[config.mk]
export PLATFORM = sky130hd
export DESIGN_NAME = mult32x32_ctrl
export DESIGN_NICKNAME = d
export VERILOG_FILES = /design/src/rtl/mult32x32_ctrl.sv
export SDC_FILE = /design/constraint.sdc
export NUM_CORES = 1
export LEC_CHECK = 0
export ABC_AREA = 1
export CAP_MARGIN = 20
export CORE_AREA = 10 10 146 148
export DETAILED_ROUTE_END_ITERATION = 6
export DIE_AREA = 0 0 156 158
export HOLD_SLACK_MARGIN = 0.08
export SKIP_LAST_GASP = 1
export SYNTH_ARGS = -nofsm -noshare
export SYNTH_HDL_FRONTEND = slang
export SYNTH_SLANG_ARGS = --single-unit
[constraint.sdc]
create_clock -name clk -period 9.31 [get_ports clk]
set_input_delay 1.862 -clock clk [delete_from_list [all_inputs] [get_ports clk]]
set_output_delay 1.862 -clock clk [all_outputs]
set_load 0.01 [all_outputs]
[src/rtl/mult32x32_ctrl.sv]
// rtl/mult32x32_ctrl.sv - sequencing controller for the 32x32 multiplier
//
// Latches two 32-bit operands on an accepted start and steps the external
// arithmetic unit through up to four 16x16 partial products (S00..S11).
// When the sequence ends it registers the unit's 64-bit product into result
// and pulses done for one cycle.
//
// Ports:
//   clk, reset        clock, asynchronous active-high reset
//   start, a_in, b_in request and operands, sampled only in IDLE
//   product           product register read back from the arithmetic unit
//   a, b              latched operands driven to the arithmetic unit
//   a_sel, b_sel      half selects (1 = low half, 0 = high half)
//   shift_sel         00 <<0, 01 <<16, 10 <<32, 11 add zero
//   upd_prod          accumulate the shifted partial product this edge
//   clr_prod          clear the product this edge
//   busy, done        status; done is a one-cycle pulse with result valid
//   result            final product, held until the next completion
module mult32x32_ctrl #(
  parameter bit EARLY_TERM = 1'b1
) (
  input  logic        clk,
  input  logic        reset,
  input  logic        start,
  input  logic [31:0] a_in,
  input  logic [31:0] b_in,
  input  logic [63:0] product,
  output logic [31:0] a,
  output logic [31:0] b,
  output logic        a_sel,
  output logic        b_sel,
  output logic [1:0]  shift_sel,
  output logic        upd_prod,
  output logic        clr_prod,
  output logic        busy,
  output logic        done,
  output logic [63:0] result
);

  typedef enum logic [2:0] {
    IDLE = 3'd0,
    S00  = 3'd1,
    S01  = 3'd2,
    S10  = 3'd3,
    S11  = 3'd4,
    DONE = 3'd5
  } state_t;

  state_t state, state_nxt;
  logic   a_hi, b_hi;

  // With early termination off every step is treated as having a nonzero
  // upper half, so the full four-step sequence always runs.
  assign a_hi = EARLY_TERM ? (a[31:16] != 16'd0) : 1'b1;
  assign b_hi = EARLY_TERM ? (b[31:16] != 16'd0) : 1'b1;

  always_ff @(posedge clk or posedge reset) begin
    if (reset) begin
      state  <= IDLE;
      a      <= 32'd0;
      b      <= 32'd0;
      result <= 64'd0;
      done   <= 1'b0;
    end else begin
      state <= state_nxt;
      if (state == IDLE && start) begin
        a <= a_in;
        b <= b_in;
      end
      // The product register already holds the last step's sum in DONE.
      if (state == DONE) begin
        result <= product;
        done   <= 1'b1;
      end else begin
        done   <= 1'b0;
      end
    end
  end

  always_comb begin
    state_nxt = state;
    a_sel     = 1'b0;
    b_sel     = 1'b0;
    shift_sel = 2'b11;
    upd_prod  = 1'b0;
    clr_prod  = 1'b0;
    busy      = (state != IDLE);
    case (state)
      IDLE: begin
        // Product clear coincides with operand capture.
        clr_prod = start;
        if (start) state_nxt = S00;
      end
      S00: begin
        a_sel     = 1'b1;
        b_sel     = 1'b1;
        shift_sel = 2'b00;
        upd_prod  = 1'b1;
        if (b_hi)      state_nxt = S01;
        else if (a_hi) state_nxt = S10;
        else           state_nxt = DONE;
      end
      S01: begin
        a_sel     = 1'b1;
        b_sel     = 1'b0;
        shift_sel = 2'b01;
        upd_prod  = 1'b1;
        state_nxt = a_hi ? S10 : DONE;
      end
      S10: begin
        a_sel     = 1'b0;
        b_sel     = 1'b1;
        shift_sel = 2'b01;
        upd_prod  = 1'b1;
        state_nxt = b_hi ? S11 : DONE;
      end
      S11: begin
        a_sel     = 1'b0;
        b_sel     = 1'b0;
        shift_sel = 2'b10;
        upd_prod  = 1'b1;
        state_nxt = DONE;
      end
      DONE: begin
        state_nxt = IDLE;
      end
      default: begin
        state_nxt = IDLE;
      end
    endcase
  end

endmodule

==> results of run 1 <==
metrics by stage:
step | cells | power, mW | hold slack, ps | worst slack [ps] | area, um2
2_1_floorplan | 606 | 1.59 | 513 | 3920 | 5260
3_3_place_gp | 1084 | 2.35 | 461 | 3990 | 8020
3_5_place_dp | 1084 | 2.37 | 464 | 3960 | 8020
4_1_cts | 1115 | 3.13 | 481 | 3960 | 8670
5_1_grt | 1115 | 3.32 | 493 | 3900 | 8670
6_report | 1117 | 3.08 | 474 | 3990 | 8670
synthesized netlist by cell type, types with 2 or more instances:
cell type  count
a21oi_1        3
buf_2          9
buf_6         17
dfrtp_1      132
inv_1         17
nand2_1      390
nand3_1        2
nor2_1        22
o21ai_0        9
power by group:
group | internal [mW] | leakage [nW] | switching [mW]
Sequential | 0.854 | 1.62 | 0.168
Combinational | 0.693 | 2.27 | 0.617
Clock | 0.489 | 0.316 | 0.256
Total | 2.04 | 4.21 | 1.04
area by class of cell:
cell class,instances,share of cell area (%)
diodes,2,0.0577
multi-input cells,429,19.0
well taps,234,3.38
flip-flops and latches,132,38.1
inverters,18,0.865
clock buffers,19,5.22
clock inverters,12,2.32
repair buffers,271,31.1
final timing paths:
| check | endpoint | cells past startpoint |
|---|---|---|
| hold / removal | result[63] | 2 |
| max in group asynchronous | result[52] | 3 |
| setup reg to reg | a[21] | 6 |
| setup / recovery | clr_prod | 5 |
| min in group asynchronous | b[13] | 2 |
| hold reg to reg | result[63] | 2 |
registers in the layout, summed over array words and instances (netlist names):
signal,flops
result,64
done,1
b,32
state,3
a,32
kinds of logic (layout without fill, tap and decap cells):
logic type	Yosys count	after routing	share of synthesized area (%)
and+or+nand+nor	417	417	30.0
DFF	132	132	62.8
buffers and inverters	45	320	5.97
AOI/OAI and AO/OA	12	12	1.14
other	0	2	0
worst min-delay path: cells and delay by family (launching register included):
family	cells	cell delay (ps)
AND/OR/NAND/NOR	2	110
flip-flops	1	340
metal layers:
metal	track usage, %	vias up	share of wire, %
li1	-	2346	-
met1	17.8	2126	43
met2	21.8	227	43
met3	7.92	13	13
met4	4.63	0	1.1
met5	0	-	0
==> results_dict.tcl, run 1 <==
set metrics [dict create \
    status "finished, final reports clean" \
    viasPerCell 4.22 \
    setup_viol 0 \
    initial_core_util_pct 28.5 \
    synth_cell_types 14 \
    path_class "primary input to primary output" \
    dp_hpwl_um 13200 \
    irDropWorstVdd_v 0.000225 \
    cts_sinks 132 \
    wl_per_cell_um 16.1 \
    antenna_found_initial 2 \
    maxCapViolCount 0 \
    hp-start "result[63]" \
    synth_nets 737 \
    clkLatencyLatePin_ps 410 \
    postSynthCellCount 606 \
    ys_warn_count 0 \
    critPathCaptureType "primary output" \
    min_period_ps 5320 \
    gp_congestion 0.754 \
    seq_area_frac_synth_pct 62.8 \
    worst-path-buf-inv 4 \
    slew-limit-headroom_pct 43.7 \
    grt_pass1_vias 4889 \
    row_count 50 \
    worstMarginPinSlew_ps 844 \
    timing.fmax_mhz 188 \
    min_path_type "flop to flop" \
    finalNetCount 1000 \
    port_buffers 266 \
    arrival_ps 3460 \
    synthFlopType "dfrtp_1" \
    fillCellCount 1804 \
    syn-cell-area_um2 5260 \
    chipHeight_um 158 \
    startpoint_type "primary input" \
    holdBufCountCts 0 \
    die-area_um2 24600 \
    htreeDepth 4 \
    required_ps 7450 \
    worst-path-max-fanout 57 \
    cts_tree "done" \
    ys_async_sr_fraction_pct 100 \
    final_cell_mix "nand2_1 (390), clkdlybuf4s50_1 (266), dfrtp_1 (132), nor2_1 (22), clkbuf_16 (17)" \
    grt_pass1_wl_um 28100 \
    clkTransAtPathRegs_ps 50 \
    area_delta_synth_final_pct 65.0 \
    yosysTopAreaCellShare_pct 62.8 \
    finalCritPeriodShare_pct 57.1 \
    drive_gt1_share_pct 4.77 \
    ctsResizeCount 0 \
    grt_max_degree 73 \
    drc 0 \
    fin_util_pct 47.0 \
    ys_seq_elements 132 \
    power_per_cell_area_nw_per_um2 355 \
    r2r-start "state[0]" \
    cts_setup_buffers 0 \
    cts_made_buffers 17 \
    hold_violations 0 \
    slew_viol_final 0 \
    antenna_left 0 \
    crit_path_frequent_cell "clkdlybuf4s50_1" \
    max_stage_delay_ps 510 \
    synth.area.top_cells "dfrtp_1 (63%), nand2_1 (28%), buf_6 (3.6%)" \
    r2r_slack_ps 7190 \
    grt_use_total_pct 14.7 \
    synth_top_area_cell "dfrtp_1" \
    drt_iter0_markers 122 \
    fin_worst_skew_ps 6.02 \
    rsz0062_at_grt "no" \
    avgSynthCellArea_um2 8.67 \
    path_delay_family "buffers and inverters" \
    setup_tns_ps 0 \
    die_x_um 156 \
    layout.cells.most_common "nand2_1" \
    crit_start "start" \
    synth-edff-count 0 \
    num_vias 4712 \
    dr.pass1.iters 4 \
    routed_wl_um 18000 \
    regArea_um2 3300 \
    root_buffer "clkbuf_16" \
    cpMaxStageDelayCell "buf_4" \
    clk_path_buf_depth 2 \
    pin_count 267 \
    multi_input_area_um2 1640 \
    overflow 0 \
    core_area_um2 18500 \
    leakagePower_nw 4.21 \
    path_cells "clkdlybuf4s50_1 > nand3_2 > buf_4 > inv_4 > clkdlybuf4s50_1" \
]
(Power assumes the default switching activity.)
==> run 2: changes to the inputs <==
==> constraint.sdc (replaced) <==
create_clock -name clk -period 5.1 [get_ports clk]
set_input_delay 1.02 -clock clk [delete_from_list [all_inputs] [get_ports clk]]
set_output_delay 1.02 -clock clk [all_outputs]
set_load 0.01 [all_outputs]
==> run 2 against run 1 <==
Against the previous run:
- flip-flop and latch count unchanged
- utilization about the same
- clock power up 81%
- sequential share of layout area about the same
- register-to-register slack worse by 4300 ps
- non-clock buffer count up 1
- combinational power up 82%
- die area unchanged
- hold slack better by 1.1 ps
- critical path depth down 1
- critical endpoint unchanged
==> results_dict.tcl, run 2 (synthesis results as in run 1) <==
set metrics [dict create \
    largest_reg_flops 64 \
    grt_pass1_wl_um 27800 \
    setup_viol 0 \
    cts_sinks 132 \
    busiest_layer "met2" \
    worst-path-buf-inv 3 \
    htreeDepth 4 \
    clkTransAtPathRegs_ps 60 \
    hold_path_depth 2 \
    cts_setup_buffers 0 \
    dpl_cell_area_um2 8020 \
    met2_usage_pct 21.4 \
    status "finished, final reports clean" \
    min_path_type "flop to flop" \
    port_buffers 266 \
    ctsResizeCount 0 \
    initial_core_util_pct 28.5 \
    worstMarginPinSlew_ps 727 \
    area_delta_synth_final_pct 65.0 \
    path_class "primary input to primary output" \
    design_area_um2 8670 \
    worst-path-max-fanout 2 \
    dp_hpwl_um 13400 \
    cts_tree "done" \
    drive_gt1_share_pct 4.76 \
    slew-limit-headroom_pct 51.6 \
    overflow 0 \
    path_cells "clkdlybuf4s50_1 > nand3_2 > inv_4 > clkdlybuf4s50_1" \
    antenna_found_initial 1 \
    routed_wl_um 18300 \
    fin_cells 1117 \
    cp.depth 4 \
    dr.pass1.iters 4 \
    die_x_um 156 \
    max_stage_delay_ps 540 \
    maxCapViolCount 0 \
    grtUsageMet3_pct 8.28 \
    min_period_ps 3290 \
    hold_violations 0 \
    place_inst 1085 \
    leakagePower_nw 4.21 \
    num_vias 4747 \
    die-area_um2 24600 \
    critPathCaptureType "primary output" \
    grt_util_met1_pct 17.6 \
    clkLatencyLatePin_ps 410 \
    cts_made_buffers 17 \
    final_cell_mix "nand2_1 (390), clkdlybuf4s50_1 (266), dfrtp_1 (132), nor2_1 (22), clkbuf_16 (17)" \
    core_area_um2 18500 \
    viasPerCell 4.25 \
    path_delay_family "buffers and inverters" \
    row_count 50 \
    crit_path_frequent_cell "clkdlybuf4s50_1" \
    chipHeight_um 158 \
    pin_count 267 \
    grt_use_total_pct 14.5 \
    wl_per_cell_um 16.4 \
    grt_pass1_vias 4744 \
    finalNetCount 1001 \
    worstRegToRegCells 6 \
    clk_path_buf_depth 2 \
    regMostFlops "result" \
    timing.fmax_mhz 304 \
    layout.cells.most_common "nand2_1" \
    arrival_ps 2270 \
    root_buffer "clkbuf_16" \
    required_ps 4080 \
    slew_viol_final 0 \
    rsz0062_at_grt "no" \
    cpMaxStageDelayCell "clkdlybuf4s50_1" \
    top_regs "result (64), a (32), b (32)" \
    irDropWorstVdd_v 0.000243 \
    gp_congestion 0.760 \
    drc 0 \
    power_per_cell_area_nw_per_um2 648 \
    startpoint_type "primary input" \
    antenna_left 0 \
    setup_tns_ps 0 \
    holdBufCountCts 0 \
    grt_max_degree 73 \
    fin_worst_skew_ps 5.07 \
    finalCritPeriodShare_pct 64.6 \
    drt_iter0_markers 147 \
]
-- run 2: changes by cell type in the layout (fill, tap and decap cells not counted) --
cell	change
clkinvlp_4	-1
clkbuf_8	-1
clkinv_4	+1
clkbuf_1	+1
buf_4	+1
diode_2	-1
-- run 2: layout make-up --
| type | count | area (um2) |
|---|---|---|
| antenna | 1 | 2.50 |
| clock buffer | 19 | 443 |
| clock inverter | 12 | 203 |
| fill | 1789 | 9780 |
| inverter | 18 | 75.1 |
| multi-input combinational | 429 | 1640 |
| sequential | 132 | 3300 |
| tap | 234 | 293 |
| timing repair buffer | 272 | 2710 |
-- run 2: metrics by stage --
stage / hold WS [ps] / worst slack [ps] / power, mW / util (%)
after floorplan: 513 / 554 / 2.90 / -
after global routing: 491 / 1760 / 6.02 / 47.0
final: 475 / 1810 / 5.62 / 47.0
after global placement: 460 / 1770 / 4.29 / 43.5
after CTS: 480 / 1780 / 5.72 / 47.0
after detailed placement: 464 / 1780 / 4.32 / 43.5
-- run 2: worst paths after layout --
path                             from    endpoint  slack (ps)
max                             start    clr_prod        1810
min                        result[54]  result[54]         480
max reg2reg                  state[0]  result[56]        2920
min reg2reg                result[54]  result[54]         480
max in group asynchronous       reset       a[14]        3130
min in group asynchronous       reset  result[12]        1070
-- run 2: power by group --
group / switching, mW / internal (mW)
Clock: 0.473 / 0.881
Combinational: 1.13 / 1.27
Sequential: 0.311 / 1.56
-- run 2: layer usage --
| metal | routed length [um] | part of all wire [%] |
|---|---|---|
| met1 | 8000 | 44 |
| met2 | 7600 | 42 |
| met4 | 178 | 0.97 |
| met5 | 0 | 0 |
| met3 | 2490 | 14 |
-- run 2: tightest hold or removal path, cell delays in order (launching register included) --
cell,delay [ps]
dfrtp_1,340
nand2_1,50
nand2_1,60
